==> src/rtl/uart_rx_buffer.sv <==
// uart_rx_buffer
//   UART receive stage: synchronises the serial rx line and deserialises
//   8N1 frames (8E1 when UART_RX_PARITY_EN is defined). The four most
//   recent frames are kept in a shift buffer that drives the hex display.
//
// Optional feature macro: UART_RX_PARITY_EN (even-parity bit after data).
//
// Ports
//   clk        system clock, posedge
//   rst        synchronous active-high reset
//   rx         asynchronous serial input, idles high
//   err_clr    clears frame_err / parity_err next cycle (a set wins)
//   RXBUF      [3:0][9:0] frame buffer, entry 0 newest, {stop,start,data}
//   rx_valid   one-cycle pulse alongside each new RXBUF[0]
//   frame_err  sticky, bad stop bit seen
//   parity_err sticky, parity mismatch seen (0 when parity disabled)
//   frame_cnt  frames held, saturates at 4
module uart_rx_buffer #(
  parameter int CLKS_PER_BIT = 868,
  parameter int SYNC_STAGES  = 2
) (
  input  logic             clk,
  input  logic             rst,
  input  logic             rx,
  input  logic             err_clr,
  output logic [3:0][9:0]  RXBUF,
  output logic             rx_valid,
  output logic             frame_err,
  output logic             parity_err,
  output logic [2:0]       frame_cnt
);

  localparam int BW = $clog2(CLKS_PER_BIT);
  localparam logic [BW-1:0] HALF = BW'(CLKS_PER_BIT / 2);
  localparam logic [BW-1:0] LAST = BW'(CLKS_PER_BIT - 1);
  localparam logic [BW-1:0] ONE  = BW'(1);

  typedef enum logic [2:0] {
    IDLE, START, DATA, PARITY, STOP, COMMIT
  } state_t;

  state_t            state;
  logic [BW-1:0]     bcnt;
  logic [2:0]        idx;
  logic [7:0]        shreg;
  logic              stop_bit;

  // Metastability synchroniser; flops reset to the idle (high) level so a
  // reset never looks like a start bit.
  logic [SYNC_STAGES-1:0] sync;
  logic                   rxs;

  always_ff @(posedge clk) begin
    if (rst) sync <= '1;
    else     sync <= {sync[SYNC_STAGES-2:0], rx};
  end

  assign rxs = sync[SYNC_STAGES-1];

  always_ff @(posedge clk) begin
    if (rst) begin
      state     <= IDLE;
      bcnt      <= '0;
      idx       <= '0;
      shreg     <= '0;
      stop_bit  <= 1'b0;
      RXBUF     <= '0;
      rx_valid  <= 1'b0;
      frame_err <= 1'b0;
      frame_cnt <= '0;
    end else begin
      rx_valid <= 1'b0;
      // Clear first so that a stop-bit error in the same cycle overrides it.
      if (err_clr) frame_err <= 1'b0;
      case (state)
        IDLE: begin
          bcnt <= '0;
          if (!rxs) state <= START;
        end
        START: begin
          // Sample the middle of the start bit; high here means a glitch.
          if (bcnt == HALF) begin
            bcnt  <= '0;
            idx   <= '0;
            state <= rxs ? IDLE : DATA;
          end else begin
            bcnt <= bcnt + ONE;
          end
        end
        DATA: begin
          // A full bit period after mid-start lands on mid-data.
          if (bcnt == LAST) begin
            bcnt       <= '0;
            shreg[idx] <= rxs;
            idx        <= idx + 3'd1;
            if (idx == 3'd7) begin
`ifdef UART_RX_PARITY_EN
              state <= PARITY;
`else
              state <= STOP;
`endif
            end
          end else begin
            bcnt <= bcnt + ONE;
          end
        end
        PARITY: begin
          if (bcnt == LAST) begin
            bcnt  <= '0;
            state <= STOP;
          end else begin
            bcnt <= bcnt + ONE;
          end
        end
        STOP: begin
          // Leaving at mid-stop gives half a bit of slack for the next start.
          if (bcnt == LAST) begin
            bcnt     <= '0;
            stop_bit <= rxs;
            if (!rxs) frame_err <= 1'b1;
            state    <= COMMIT;
          end else begin
            bcnt <= bcnt + ONE;
          end
        end
        COMMIT: begin
          RXBUF    <= {RXBUF[2:0], {stop_bit, 1'b0, shreg}};
          rx_valid <= 1'b1;
          if (frame_cnt != 3'd4) frame_cnt <= frame_cnt + 3'd1;
          state    <= IDLE;
        end
        default: state <= IDLE;
      endcase
    end
  end

`ifdef UART_RX_PARITY_EN
  // Even parity: data XOR parity must be 0. Set has priority over err_clr.
  always_ff @(posedge clk) begin
    if (rst)
      parity_err <= 1'b0;
    else if (state == PARITY && bcnt == LAST && ((^shreg) ^ rxs))
      parity_err <= 1'b1;
    else if (err_clr)
      parity_err <= 1'b0;
  end
`else
  assign parity_err = 1'b0;
`endif

endmodule

==> config.mk <==
export PLATFORM = sky130hd
export DESIGN_NAME = uart_rx_buffer
export DESIGN_NICKNAME = d
export VERILOG_FILES = /design/src/rtl/uart_rx_buffer.sv
export SDC_FILE = /design/constraint.sdc
export NUM_CORES = 1
export LEC_CHECK = 0
export CORE_UTILIZATION = 49
export DETAILED_ROUTE_END_ITERATION = 10
export HOLD_SLACK_MARGIN = 0.02
export PLACE_DENSITY = 0.79
export SYNTH_ARGS = -nofsm -noshare
export SYNTH_HDL_FRONTEND = slang
export SYNTH_SLANG_ARGS = --single-unit
==> constraint.sdc <==
create_clock -name clk -period 5.6 [get_ports clk]
set_clock_uncertainty 0.2 [all_clocks]
set_input_delay 0.56 -clock clk [delete_from_list [all_inputs] [get_ports clk]]
set_output_delay 0.56 -clock clk [all_outputs]
set_load 0.01 [all_outputs]
Word-level counts from Yosys, hierarchy flattened
Index checks and enable logic that the tools add are counted.

word-level totals
  memories kept = 0
  output and inout bits = 46
  flip-flop bits (word level) = 68
  bits in read-only memories = 0
  RAM bits = 0
  input bits = 4
  bits in latches = 0

operators by class
  magnitude comparators = 2
  $add $sub $neg = 3
  reduce and logical (&&, ||, !) cells = 10
  eq/ne operators = 15
  bitwise logic cells = 0
  mux-type cells = 22
  multiply operators = 0
  shift-type cells = 0
  div/mod/pow operators = 0

operator list
  operator                                                                       number
  10-bit case mux with 3 select lines                                            1
  3-bit two-way mux                                                              8
  10-bit two-way mux                                                             2
  3-bit case mux with 5 select lines                                             1
  2-bit inequality test (second input constant)                                  6
  10-bit by 1-bit adder with 10-bit output (second input constant)               1
  10-bit == test (second input constant)                                         1
  10-bit by 9-bit == test with 1-bit output (second input constant)              1
  3-bit == test (second input constant)                                          3
  8-bit bitwise mux                                                              1
  3-bit by 1-bit adder with 3-bit output (second input constant)                 2
  3-bit by 2-bit == test with 1-bit output (second input constant)               2
  1-bit two-way mux                                                              6
  3-bit case mux with 2 select lines                                             1
  2-bit AND reduction                                                            3
  6-bit AND reduction                                                            1
  3-bit by 4-bit less-than comparator with 1-bit output (second input constant)  1
  1-bit demux with 3-bit select                                                  1
  3-bit by 1-bit == test with 1-bit output (second input constant)               1
  3-bit by 1-bit >= comparator with 1-bit output (second input constant)         1
  3-bit logical NOT                                                              1
  3-bit inequality test (second input constant)                                  1
  3-bit AND reduction                                                            1
  3-bit nonzero test                                                             1
  other kinds (4)                                                                4

Depth between registers and ports, before layout
  word-level depth = 5
  mapped depth = 8
  depth with buffers taken out = 7

Worst setup path before layout
Ideal clock, no wire load.

  kind = register to register
  from = register bcnt[0]
  to = register idx[2]
  library setup time = 0.070 ns
  buffers on the path = 0
  stages on the path, launching flop included = 7
  clock period less this slack = 2.081 ns
  arrival time = 1.811 ns
  required time = 5.330 ns
  path slack = 3.519 ns
  cells stage by stage = dfxtp_1 > ha_1 > nand4b_1 > nor4_4 > a21oi_2 > or3b_1 > a21oi_1

on the way
  longest elaborated chain between the ends = 3

RTL lines
  element                                                                      RTL line  source
  start: declaration                                                           43        logic [BW-1:0] bcnt;
  start signal: assignment                                                     87        bcnt <= bcnt + ONE;
  start signal: assignment                                                     104       bcnt <= bcnt + ONE;
  start signal: assignment                                                     112       bcnt <= bcnt + ONE;
  10-bit == test or 10-bit by 9-bit == test with 1-bit output (tied branches)  92, 82
  2-bit inequality test (no line)                                              -
  3-bit AND reduction (no line) *                                              -
  end signal: assignment                                                       95        idx <= idx + 3'd1;
  end: declaration                                                             44        logic [2:0] idx;

Every way passes the cells marked *; elsewhere a longest branch is shown, timed or not.
A chain may end at the register's enable or synchronous reset.

Worst setup path in the final report
Same ends and word-level chain as after synthesis.

==> flow_summary.toml <==
[status]
status = "finished, final reports clean"

[floorplan]
die_x_microns = 78.25
start_util = 0.5142
pin_count = 50
dieHeight_microns = 78.25
core_sq_um = 5540
core.rowCount = 27
dieArea_sq_um = 6123

[timing]
max_slew.worst_pin.slew_ps = 940.6
setup_ws_ps = 3239
hold_violations = 0
maxSlewHeadroom = 0.3729
period_minus_slack_ps = 2361
finalCritPeriodShare = 0.4217
max_clock_freq_mhz = 423.5
finalSetupViolCount = 0
rsz0062_at_grt = "false"
drv_slew = 0
fin_tns_setup_ps = 0

[run]
max_cap_violations = 0

[yosys]
synthFlopType = "dfxtp_1"
synth_edf_count = 0
yosysSeqAreaShare = 0.4778
ys_warn_count = 0
syn_area_per_cell_sq_um = 8.330
synthesis.area_sq_um = 2849
ys_types = 41
synth_top_area_share = 0.4778
synth-seq-cells = 68
synth_area_leaders = "dfxtp_1 48%, nand2_1 11%, a21oi_1 7.6%, mux2i_1 4.6%, ha_1 2.6%"
syn_inst = 342
synth_top_area_cell = "dfxtp_1"
ys_async_sr_fraction = 0

[setup_path]
crit_path_start = "bcnt[0]"
crit_cells = 6
critPathRequiredTime_ps = 5670
r2r_end = "idx[2]"
crit_path_start_kind = "flip-flop"
endpoint = "idx[2]"
path_buf_inv = 0
max_stage_delay_ps = 590
crit_family = "simple AND/OR/NAND/NOR gates"
criticalPathCategory = "reg2reg"
crit_fanout = 10
r2r_start = "bcnt[0]"
worstPathArrival_ps = 2430
rr_worst_depth = 6
crit_chain = "ha_1, nand4b_1, nor4_4, a21oi_2, or3b_1, a21oi_1"
reg2reg_setup_slack_ps = 3240
cpMaxStageDelayCell = "nor4_4"
crit_path_end_kind = "flip-flop"

[routing]
wl_per_cell_microns = 12.70
ant_nets = 0
drt_iter0_markers = 126
dr.pass1.iters = 4
vias = 2408
drc = 0
wirelength_mm = 5.768
viasPerCell = 5.304

[global_routing]
grt_max_degree = 70
grt_pass1_vias = 2023
grt_pass1_wl_mm = 9.625
track_usage = 0.2033
overflow = 0
antenna_found_initial = 0

[placement]
placed_cell_area_sq_um = 3287
gp_congestion = 0.7796
placed_cells = 438
preCtsSetupSlack_ps = 3272
dp.final_hpwl_mm = 3.614
port_buffers = 44

[final_layout]
layout.nets = 387
diodes = 0
drive_gt1_frac = 0.07068
fin_util = 0.6366
stdcell_count = 454
area_delta_synth_final_pct = 23.80
design_area_sq_um = 3527

[clock_tree]
clockBufferDepth = 2
path_clk_slew_ps = 70
post_cts_resized = 0
cts_sinks = 68
ctsHtreeMaxLevel = 3
cts_made_buffers = 9
cts_setup_buffers = 0
clock_latency_ps = 340
cts_tree = "done"
cts-hold-fix-buffers = 0
cts_root_buffer = "clkbuf_8"

[min_path]
hold_class = "reg2reg"

[power]
peakVddDrop_v = 0.0002654
p_per_area_nw_per_um2 = 327.9
p_leak_nw = 1.216
## logic make-up after synthesis
group,synth area share
other,0.001316
muxes,0.04567
adders and majority gates,0.02635
buffers and inverters,0.05182
DFF,0.4778
and+or+nand+nor,0.2754
xor gates and xnor gates,0.003075
AOI/OAI and AO/OA,0.1186
## layer usage
| layer | track usage | part of all wire | vias up | wire length (microns) |
|---|---|---|---|---|
| met4 | 0.09444 | 0.020 | 0 | 113 |
| met5 | 0 | 0 | - | 0 |
| met1 | 0.2595 | 0.47 | 1114 | 2720 |
| met3 | 0.06047 | 0.046 | 10 | 266 |
| met2 | 0.3149 | 0.46 | 61 | 2667 |
| li1 | - | - | 1223 | - |
## state kept, by name, indices dropped and copies added, names as in the netlist
signal	flops
frame_err	1
sync	2
rx_valid	1
frame_cnt	3
RXBUF	36
stop_bit	1
shreg	8
idx	3
bcnt	10
state	3
## worst min path at each step
| stage | startpoint | end | slack [ps] | cells past startpoint |
|---|---|---|---|---|
| 6_report | sync[0] | sync[1] | 220 | 1 |
| 5_1_grt | sync[0] | sync[1] | 250 | 1 |
| 4_1_cts | sync[0] | sync[1] | 220 | 1 |
| 3_5_place_dp | sync[0] | sync[1] | 200 | 1 |
| 3_3_place_gp | sync[0] | sync[1] | 210 | 1 |
| 2_1_floorplan | sync[0] | sync[1] | 190 | 1 |
## report_power, final
group	leakage (nW)	switching, W	internal [W]
clock	0.120	0.000189	0.000297
sequential	0.548	0.0000202	0.000496
combinational	0.547	0.000106	0.0000480
## cells in the mapped netlist, types with 4 or more instances
cell,instances
nand3_1,12
nor2_1,20
nor3_1,4
buf_4,6
ha_1,6
a31oi_1,7
inv_1,6
nand3b_1,6
clkbuf_1,16
or3_1,6
mux2i_1,13
dfxtp_1,68
nand2_1,87
nand4b_1,4
a21oi_1,43
or2_2,4
buf_1,4
## layout by cell type, fill, tap and decap left out, types with 7 or more instances in the layout
cell / count
nand2_1: 87
dfxtp_1: 68
a21oi_1: 43
clkdlybuf4s50_1: 43
nor2_1: 20
mux2i_1: 13
nand3_1: 12
clkbuf_8: 9
a31oi_1: 7
## final cells by class
| type | instances | area, sq um |
|---|---|---|
| Fill cell | 484 | 2013 |
| Clock buffer | 10 | 127.6 |
| Timing Repair Buffer | 47 | 457.9 |
| Clock inverter | 6 | 112.6 |
| Sequential cell | 68 | 1361 |
| Multi-Input combinational cell | 245 | 1355 |
| Tap cell | 72 | 90.09 |
| Inverter | 6 | 22.52 |
## metrics by stage
step	hold slack, ps	total power [W]
after floorplan	189.5	0.0006563
after global placement	206.1	0.0006741
after detailed placement	202.8	0.0006783
after CTS	223.8	0.001161
after global routing	246.8	0.001204
final	222.4	0.001156
Note: power is estimated with default switching activity, not from simulation.
